$ cat src/rtl/serial_pkg.sv
// -----------------------------------------------------------------------------
// serial_pkg
// Shared definitions for the serial frame transmitter:
//   - state_t   : transmitter FSM state encoding
//   - TX_IDLE   : line level while nothing is being sent
//   - START_BIT : level of the frame start bit
//   - STOP_BIT  : level of the frame stop bit
// -----------------------------------------------------------------------------
package serial_pkg;

    typedef enum logic [2:0] {
        ST_IDLE   = 3'd0,
        ST_START  = 3'd1,
        ST_DATA   = 3'd2,
        ST_PARITY = 3'd3,
        ST_STOP   = 3'd4
    } state_t;

    localparam logic TX_IDLE   = 1'b1;
    localparam logic START_BIT = 1'b0;
    localparam logic STOP_BIT  = 1'b1;

endpackage

$ cat src/rtl/serial_frame_tx_if.sv
// -----------------------------------------------------------------------------
// serial_frame_tx_if
// Groups the buffer-write / transmit-control / status signals of the serial
// frame transmitter.
//   data, get, send                     : driven by the producer (master)
//   tx, busy, done, level, overflow     : driven by the transmitter (slave)
// -----------------------------------------------------------------------------
interface serial_frame_tx_if #(
    parameter int DATA_W = 8,
    parameter int DEPTH  = 6
);
    localparam int LW = $clog2(DEPTH + 1);

    logic [DATA_W-1:0] data;
    logic              get;
    logic              send;
    logic              tx;
    logic              busy;
    logic              done;
    logic [LW-1:0]     level;
    logic              overflow;

    modport master (
        output data, get, send,
        input  tx, busy, done, level, overflow
    );

    modport slave (
        input  data, get, send,
        output tx, busy, done, level, overflow
    );

endinterface

$ cat src/rtl/serial_bit_timer.sv
// -----------------------------------------------------------------------------
// serial_bit_timer
// Counts clk cycles inside one transmitted bit.
//   clk     : system clock, rising edge
//   rst     : synchronous reset, active-high
//   run     : count while high; the counter is cleared while low
//   bit_end : high on the last cycle of each bit (count == CLKS_PER_BIT-1)
// -----------------------------------------------------------------------------
module serial_bit_timer #(
    parameter int CLKS_PER_BIT = 4
) (
    input  logic clk,
    input  logic rst,
    input  logic run,
    output logic bit_end
);

    localparam int CW = (CLKS_PER_BIT > 1) ? $clog2(CLKS_PER_BIT) : 1;
    localparam logic [CW-1:0] LAST = CW'(CLKS_PER_BIT - 1);

    logic [CW-1:0] cnt_q;
    logic [CW-1:0] cnt_d;

    // Last-cycle flag of the current bit.
    always_comb begin
        bit_end = run && (cnt_q == LAST);
    end

    // Next count: clear when stopped, wrap after the last cycle of a bit.
    always_comb begin
        cnt_d = cnt_q;
        if (!run) begin
            cnt_d = {CW{1'b0}};
        end else if (cnt_q == LAST) begin
            cnt_d = {CW{1'b0}};
        end else begin
            cnt_d = cnt_q + CW'(1);
        end
    end

    // Cycle counter register.
    always_ff @(posedge clk) begin
        if (rst) begin
            cnt_q <= {CW{1'b0}};
        end else begin
            cnt_q <= cnt_d;
        end
    end

endmodule

$ cat src/rtl/serial_frame_tx.sv
// -----------------------------------------------------------------------------
// serial_frame_tx
// Buffers up to DEPTH words, then on send transmits all of them as
// asynchronous frames: start bit, DATA_W data bits LSB first, optional even
// parity bit, stop bit. Each bit lasts CLKS_PER_BIT clk cycles.
//   clk  : system clock, rising edge
//   rst  : synchronous reset, active-high
//   bus  : serial_frame_tx_if.slave
//          data/get    - word to buffer and its write strobe
//          send        - start transmitting everything buffered
//          tx          - serial line, idle high
//          busy        - transmission in progress
//          done        - one-cycle pulse when the last stop bit completes
//          level       - number of buffered words
//          overflow    - one-cycle pulse when a get is rejected
// Build option: define SERIAL_FRAME_TX_PARITY_EN to add an even parity bit.
// -----------------------------------------------------------------------------
module serial_frame_tx
    import serial_pkg::*;
#(
    parameter int DATA_W       = 8,
    parameter int DEPTH        = 6,
    parameter int CLKS_PER_BIT = 4
) (
    input  logic              clk,
    input  logic              rst,
    serial_frame_tx_if.slave  bus
);

    localparam int LW = $clog2(DEPTH + 1);
    localparam int PW = (DEPTH > 1) ? $clog2(DEPTH) : 1;
    localparam int BW = (DATA_W > 1) ? $clog2(DATA_W) : 1;

    function automatic logic [PW-1:0] ptr_inc(input logic [PW-1:0] p);
        if (p == PW'(DEPTH - 1)) begin
            return {PW{1'b0}};
        end else begin
            return p + PW'(1);
        end
    endfunction

    function automatic logic even_parity(input logic [DATA_W-1:0] w);
        return ^w;
    endfunction

    logic [DATA_W-1:0] mem_q [DEPTH];

    state_t        state_q,    state_d;
    logic [BW-1:0] bit_idx_q,  bit_idx_d;
    logic [PW-1:0] rd_ptr_q,   rd_ptr_d;
    logic [PW-1:0] wr_ptr_q,   wr_ptr_d;
    logic [LW-1:0] level_q,    level_d;
    logic          tx_q,       tx_d;
    logic          busy_q,     busy_d;
    logic          done_q,     done_d;
    logic          overflow_q, overflow_d;
    logic          wr_en_s;
    logic          run_s;
    logic          bit_end_s;

    assign run_s = (state_q != ST_IDLE);

    serial_bit_timer #(
        .CLKS_PER_BIT (CLKS_PER_BIT)
    ) u_timer (
        .clk     (clk),
        .rst     (rst),
        .run     (run_s),
        .bit_end (bit_end_s)
    );

    // Buffer writes, FSM next state, pointer/level updates and the next line level.
    always_comb begin
        state_d    = state_q;
        bit_idx_d  = bit_idx_q;
        rd_ptr_d   = rd_ptr_q;
        wr_ptr_d   = wr_ptr_q;
        level_d    = level_q;
        wr_en_s    = 1'b0;
        overflow_d = 1'b0;
        done_d     = 1'b0;
        tx_d       = TX_IDLE;

        // Words are only accepted while idle and not full.
        if (bus.get) begin
            if ((state_q == ST_IDLE) && (level_q != LW'(DEPTH))) begin
                wr_en_s  = 1'b1;
                wr_ptr_d = ptr_inc(wr_ptr_q);
                level_d  = level_q + LW'(1);
            end else begin
                overflow_d = 1'b1;
            end
        end else begin
            wr_en_s = 1'b0;
        end

        case (state_q)
            ST_IDLE: begin
                // A word written in the same cycle counts towards a non-empty buffer.
                if (bus.send && ((level_q != LW'(0)) || wr_en_s)) begin
                    state_d = ST_START;
                end else begin
                    state_d = ST_IDLE;
                end
            end
            ST_START: begin
                if (bit_end_s) begin
                    state_d = ST_DATA;
                end else begin
                    state_d = ST_START;
                end
            end
            ST_DATA: begin
                if (bit_end_s) begin
                    if (bit_idx_q == BW'(DATA_W - 1)) begin
                        bit_idx_d = {BW{1'b0}};
`ifdef SERIAL_FRAME_TX_PARITY_EN
                        state_d   = ST_PARITY;
`else
                        state_d   = ST_STOP;
`endif
                    end else begin
                        bit_idx_d = bit_idx_q + BW'(1);
                    end
                end else begin
                    state_d = ST_DATA;
                end
            end
            ST_PARITY: begin
                if (bit_end_s) begin
                    state_d = ST_STOP;
                end else begin
                    state_d = ST_PARITY;
                end
            end
            ST_STOP: begin
                if (bit_end_s) begin
                    rd_ptr_d = ptr_inc(rd_ptr_q);
                    level_d  = level_q - LW'(1);
                    if (level_q > LW'(1)) begin
                        state_d = ST_START;
                    end else begin
                        state_d = ST_IDLE;
                        done_d  = 1'b1;
                    end
                end else begin
                    state_d = ST_STOP;
                end
            end
            default: begin
                state_d = ST_IDLE;
            end
        endcase

        // The line is registered, so it is derived from the state being entered.
        case (state_d)
            ST_IDLE:   tx_d = TX_IDLE;
            ST_START:  tx_d = START_BIT;
            ST_DATA:   tx_d = mem_q[rd_ptr_q][bit_idx_d];
            ST_PARITY: tx_d = even_parity(mem_q[rd_ptr_q]);
            ST_STOP:   tx_d = STOP_BIT;
            default:   tx_d = TX_IDLE;
        endcase

        busy_d = (state_d != ST_IDLE);
    end

    // Control and output registers.
    always_ff @(posedge clk) begin
        if (rst) begin
            state_q    <= ST_IDLE;
            bit_idx_q  <= {BW{1'b0}};
            rd_ptr_q   <= {PW{1'b0}};
            wr_ptr_q   <= {PW{1'b0}};
            level_q    <= {LW{1'b0}};
            tx_q       <= TX_IDLE;
            busy_q     <= 1'b0;
            done_q     <= 1'b0;
            overflow_q <= 1'b0;
        end else begin
            state_q    <= state_d;
            bit_idx_q  <= bit_idx_d;
            rd_ptr_q   <= rd_ptr_d;
            wr_ptr_q   <= wr_ptr_d;
            level_q    <= level_d;
            tx_q       <= tx_d;
            busy_q     <= busy_d;
            done_q     <= done_d;
            overflow_q <= overflow_d;
        end
    end

    // Word buffer; contents need no reset.
    always_ff @(posedge clk) begin
        if (!rst && wr_en_s) begin
            mem_q[wr_ptr_q] <= bus.data;
        end
    end

    assign bus.tx       = tx_q;
    assign bus.busy     = busy_q;
    assign bus.done     = done_q;
    assign bus.level    = level_q;
    assign bus.overflow = overflow_q;

endmodule

$ cat src/flat_wrapper.sv
// flat-port wrapper written by rule: the top's interface ports become plain ports
module serial_frame_tx_flat import serial_pkg::*;
#(
    parameter int DATA_W       = 8,
    parameter int DEPTH        = 6,
    parameter int CLKS_PER_BIT = 4
)
  (clk, rst, bus_data, bus_get, bus_send, bus_tx, bus_busy, bus_done, bus_level, bus_overflow);
  serial_frame_tx_if #(.DATA_W(DATA_W), .DEPTH(DEPTH)) bus_i ();
  input  logic clk;
  input  logic rst;
  input wire logic [$bits(bus_i.data)-1:0] bus_data;
  input wire logic [$bits(bus_i.get)-1:0] bus_get;
  input wire logic [$bits(bus_i.send)-1:0] bus_send;
  output wire logic [$bits(bus_i.tx)-1:0] bus_tx;
  output wire logic [$bits(bus_i.busy)-1:0] bus_busy;
  output wire logic [$bits(bus_i.done)-1:0] bus_done;
  output wire logic [$bits(bus_i.level)-1:0] bus_level;
  output wire logic [$bits(bus_i.overflow)-1:0] bus_overflow;
  assign bus_i.data = bus_data;
  assign bus_i.get = bus_get;
  assign bus_i.send = bus_send;
  assign bus_tx = bus_i.tx;
  assign bus_busy = bus_i.busy;
  assign bus_done = bus_i.done;
  assign bus_level = bus_i.level;
  assign bus_overflow = bus_i.overflow;
  serial_frame_tx #(.DATA_W(DATA_W), .DEPTH(DEPTH), .CLKS_PER_BIT(CLKS_PER_BIT)) u_core (.clk(clk), .rst(rst), .bus(bus_i));
endmodule
$ cat config.mk
export PLATFORM = sky130hd
export DESIGN_NAME = serial_frame_tx_flat
export DESIGN_NICKNAME = d
export VERILOG_FILES = /design/src/rtl/serial_pkg.sv /design/src/rtl/serial_frame_tx_if.sv /design/src/rtl/serial_bit_timer.sv /design/src/rtl/serial_frame_tx.sv /design/src/flat_wrapper.sv
export SDC_FILE = /design/constraint.sdc
export NUM_CORES = 1
export LEC_CHECK = 0
export CAP_MARGIN = 20
export CELL_PAD_IN_SITES_DETAIL_PLACEMENT = 1
export CELL_PAD_IN_SITES_GLOBAL_PLACEMENT = 1
export CORE_UTILIZATION = 49
export DETAILED_ROUTE_END_ITERATION = 8
export PLACE_DENSITY = 0.8
export SYNTH_ARGS = -nofsm -noshare
export SYNTH_HDL_FRONTEND = slang
export SYNTH_SLANG_ARGS = --single-unit
export TNS_END_PERCENT = 100
$ cat constraint.sdc
create_clock -name clk -period 3.57 [get_ports clk]
set_clock_uncertainty 0.1 [all_clocks]
set_input_delay 1.071 -clock clk [delete_from_list [all_inputs] [get_ports clk]]
set_output_delay 1.071 -clock clk [all_outputs]
set_load 0.01 [all_outputs]
== After elaboration in Yosys (flattened, before gate mapping) ==
Memories as Yosys holds them, arrays and structs flattened. A register that Yosys moved wholly into a read port is not among the register bits.
Index checks and enable logic that the tools add are counted.
Operators by class
  $add $sub $neg: 6
  order comparisons: 2
  equality and inequality tests: 12
  mux-type cells: 28
  bitwise logic cells: 4
  reduce and logical (&&, ||, !) cells: 16
Operator list (count)
  $mux 3: 15
  $pmux 3 s5: 1
  $add 3x1->3 const B: 4
  $eq 3x2->1 const B: 4
  $eq 3x3->1 const B: 4
  $mux 1: 9
  $reduce_bool 3->1: 3
  $reduce_xor 8->1: 1
  $eq 3x1->1 const B: 2
  $reduce_or 3->1: 2
  $logic_and 1x1->1: 4
  $lt 3x4->1 const B: 1
  $not 1->1: 4
  $reduce_and 2->1: 2
  $bmux 1 s3: 1
  $gt 3x1->1 const B: 1
  $logic_not 3->1: 1
  $ne 3x3->1 const B: 1
  $pmux 1 s3: 1
  $sub 3x1->3 const B: 1
  $add 2x1->2 const B: 1
  $eq 2x2->1 const B: 1
  $mux 2: 1
  $reduce_or 2->1: 1
  2 further kinds: 2
Word-level totals
  register bits after elaboration: 21
  bits in writable memories: 48
  input port bits: 12
  output and inout bits: 7
  word-level logic and storage cells: 79
  memories kept: 1
Memory list
  u_core.mem_q: depth 6, width 8, rd ports 1, clocked after memory_dff 1, write ports 1, RTL line serial_frame_tx.sv:46  | logic [DATA_W-1:0] mem_q [DEPTH];

== Logic depth before layout (Yosys ltp) ==
  depth in word-level cells: 10
  depth in mapped cells: 9
  mapped depth without buffers: 8

== Modules after synthesis ==
From an unflattened synthesis, not the netlist that was laid out.
Unflattened totals
  cell total of the unflattened synthesis: 238
  area total of the unflattened synthesis: 3270.6 um2
By module, submodules not included
  serial_frame_tx: times used 1, cells an instance 232, area an instance 3184.3 um2, seq. area each 1881.8 um2
  serial_bit_timer: times used 1, cells an instance 6, area an instance 86.3 um2, seq. area each 40.0 um2

== Least setup slack after synthesis ==
Ideal clock, no wire load.
  path kind: input port to flip-flop
  start: input port bus_get
  end: memory u_core.mem_q[1][0] (enable)
  setup time: 395 ps
  data arrival time: 2207 ps
  required time: 3075 ps
  path slack: 868 ps
  stages on the path: 3
  path buffers: 0
  cells stage by stage: and2_1 > nand2_1 > nor4_1
On the way
  word-level cells in the longest chain between the ends: 4
RTL lines
  start, declared: RTL line flat_wrapper.sv:13  | input wire logic [$bits(bus_i.get)-1:0] bus_get;
  $mux 1: RTL line serial_frame_tx.sv:85  | if (bus.get) begin
  $logic_and 1x1->1: RTL line serial_frame_tx.sv:195  | if (!rst && wr_en_s) begin
  $mux 1: RTL line serial_frame_tx.sv:195
  $mux 1 (implied by the code): RTL line serial_frame_tx.sv:196  | mem_q[wr_ptr_q] <= bus.data;
  end, declared: RTL line serial_frame_tx.sv:46
No other way between the ends.

== Worst setup path in the final report ==
  start: register u_core.u_timer.cnt_q[0]
  end: register u_core.tx_q, in the netlist u_core.bus.tx
On the way
  word-level cells in the longest chain between the ends: 7
  elaborated cells on any way between the ends: 15
  those cells by class: 4 x eq/ne; 10 x mux; 1 x reduce/logical
RTL lines
  start, declared: RTL line serial_bit_timer.sv:21  | logic [CW-1:0] cnt_q;
  start signal, assigned: RTL line serial_bit_timer.sv:44  | cnt_q <= {CW{1'b0}};
  start signal, assigned: RTL line serial_bit_timer.sv:46  | cnt_q <= cnt_d;
  $eq 2x2->1 (*): RTL line serial_bit_timer.sv:26  | bit_end = run && (cnt_q == LAST);
  $logic_and 1x1->1 (*): RTL line serial_bit_timer.sv:26
  $mux 3: RTL line serial_frame_tx.sv:114  | if (bit_end_s) begin
  $mux 3: RTL line serial_frame_tx.sv:97  | case (state_q)
  $bmux 1 s3: RTL line serial_frame_tx.sv:159  | ST_DATA: tx_d = mem_q[rd_ptr_q][bit_idx_d];
  $mux 1 (implied by the code): RTL line serial_frame_tx.sv:159
  $pmux 1 s3 (*): RTL line serial_frame_tx.sv:156  | case (state_d)
  end signal, assigned: RTL line serial_frame_tx.sv:186  | tx_q <= tx_d;
  end, declared: RTL line serial_frame_tx.sv:53  | logic tx_q, tx_d;
Mark *: on every way between the ends. The rest lies on a longest branch, timed or not. The select of a mux whose other input is x is not followed.
A chain may end at the register's enable or synchronous reset.

==> flow_summary.ini <==
[global_route]
grt_pass1_vias = 2132
grt_max_degree = 22
grt_first_pass_wirelength_um = 10900
grt_use_total = 0.206
antenna_found_initial = 0
grt-ovfl-total = 0

[min_path]
hp-class = reg2reg

[sta]
drv_slew = 0
setup_viol = 0
final_hold_viol_count = 0
finalSetupTns_ns = 0
clock.fmax_ghz = 0.359
slew-limit-headroom = 0.634
rsz0062_at_grt = no
fin_crit_sh = 0.780
holdWs_ns = 0.342
period_needed_ns = 2.79
tightestPinTransition_ns = 0.548

[critical_path]
critPathSlowestCell = mux2i_1
setup.worst_path.start_class = flop
critPathMaxStageDelay_ns = 0.48
path_buf_inv = 0
path_max_fanout = 10
crit_type = reg2reg
end_kind = flop
critical_path_arrival_ns = 2.92
cp_top_family = multiplexers
required_ns = 3.70
crit_chain = ha_1 > and4bb_1 > mux2i_1 > mux2_2 > a211oi_1 > a2111oi_0 > a311o_1

[route]
drt_pass1_iterations = 6
viasPerCell = 5.52
drt-initial-drc-count = 114
ant_nets = 0
via_count = 1954
drc = 2
routed_wl_um = 6470
wl_per_cell_um = 18.3

[run_status]
status = finished with violations
failed_checks = design-rule violations

[placement]
port_buffers = 18
dp.cells = 338
place_congestion = 0.731
hpwlAfterDp_um = 4520

[floorplan]
die_x_um = 83.9
start_util = 0.511
die_h_um = 83.9
num_rows = 29
io_pins = 19
dieArea_um2 = 7030
core_area_um2 = 6420

[clock_tree]
cts_hold_buf = 0
cts_resized = 0
htree_levels = 3
cts_inserted_buffers = 9
cts_tree = built
cts_root_buf = clkbuf_8
clk_pin_slew_ns = 0.08
clock_sinks = 72
clk_latency_ns = 0.34
cts_post_setup_buffers_inserted = 0
clock_path_buffers = 2

[yosys]
async_flop_share = 0
synth.largest_area_cell = edfxtp_1
synth_compound_area_frac = 0.0480
synth.area.mux_share = 0.160
yosys_most_used_dff = edfxtp_1
synth.top_cell.area_share = 0.439
ys_ff_latch = 72
syn_avg_cell_area_um2 = 13.5
yosys_warnings = 0
yosysSeqAreaShare = 0.585
synthTopCellsByCount = edfxtp_1, dfxtp_1, nor2_1
synth-edff-count = 48
yosys.area_share.simple = 0.0834
ys_top_cells_by_area = edfxtp_1, dfxtp_1, mux4_2, mux2_2, xor2_1
synth.most_common_cell = edfxtp_1
synth_xor_area_frac = 0.0720
synth_fa_ha_area_frac = 0.0305
ys_types = 38
syn_area_um2 = 3280
syn-num-nets = 263
synth_top_family_by_area = multiplexers
netlist_instances = 243

[power_and_ir_drop]
powerDensity_nw_per_um2 = 439
power.total_w = 0.00165
peakVddDrop_uv = 294
cellLeakagePower_nw = 1.29

[finish]
final_layout_size_suffix_gt1_frac = 0.173
stdcell_count = 354
nets = 292
n_fill_cell = 625
diodes = 0
area_delta_synth_final_pct = 14.6

[flow_run]
drv_cap = 0
where the power goes:
group / internal, W / switching [W]
logic: 0.0000635 / 0.0000659
registers: 0.000907 / 0.0000145
clock network: 0.000316 / 0.000286
total: 0.00129 / 0.000367
kinds of logic (layout without fill, tap and decap cells):
logic type                 after synthesis  in the layout
and+or+nand+nor                         58             58
AOI/OAI and AO/OA                       24             24
muxes                                   39             39
buffers and inverters                   15             49
xor gates and xnor gates                27             27
adders and majority gates                8              8
DFF                                     72             72
flip-flops by register name, indices dropped and copies added (netlist names), 2 cells and up, named ones only:
register	count
u_core.mem_q	48
u_core.bit_idx_q	3
u_core.rd_ptr_q	3
u_core.bus.level	3
u_core.state_q	3
u_core.wr_ptr_q	3
u_core.u_timer.cnt_q	2
cells in the final DEF (no fill, tap or decap), types with 10 or more instances in the layout:
| cell | count |
|---|---|
| mux2_2 | 17 |
| xor2_1 | 14 |
| edfxtp_1 | 48 |
| buf_4 | 10 |
| xnor2_1 | 13 |
| mux2i_1 | 12 |
| clkdlybuf4s50_1 | 18 |
| dfxtp_1 | 24 |
| nor2_1 | 24 |
| nand2_1 | 13 |
layout make-up:
class / instances / area [µm²] / area share
Sequential cell: 72 / 1920 / 0.510
Multi-Input combinational cell: 156 / 1290 / 0.344
Timing Repair Buffer: 28 / 255 / 0.0678
Clock buffer: 11 / 131 / 0.0349
Tap cell: 77 / 96.3 / 0.0256
Clock inverter: 5 / 47.5 / 0.0126
Inverter: 5 / 18.8 / 0.00499
final timing paths:
kind	slack (ns)	from	to	depth (start not counted)
setup / recovery	0.78	u_core.u_timer.cnt_q[0]	u_core.bus.tx	7
setup reg to reg	0.78	u_core.u_timer.cnt_q[0]	u_core.bus.tx	7
hold reg to reg	0.34	u_core.u_timer.cnt_q[0]	u_core.u_timer.cnt_q[0]	1
hold / removal	0.34	u_core.u_timer.cnt_q[0]	u_core.u_timer.cnt_q[0]	1
routing by layer:
metal	up-vias	wire, µm	track usage	share of wire
met1	970	3070	0.264	0.47
li1	955	-	-	-
met4	0	74	0.0752	0.011
met3	7	144	0.0524	0.022
met2	22	3180	0.339	0.49
met5	-	0	0	0
per-stage QoR:
stage / cell area [µm²] / util / worst slack (ns)
floorplan: 3280 / - / 0.868
global placement: 3590 / 0.558 / 0.758
detailed placement: 3590 / 0.558 / 0.619
CTS: 3760 / 0.586 / 0.790
global route: 3760 / 0.586 / 0.615
finish: 3760 / 0.586 / 0.784
Note: power is estimated with default switching activity, not from simulation.
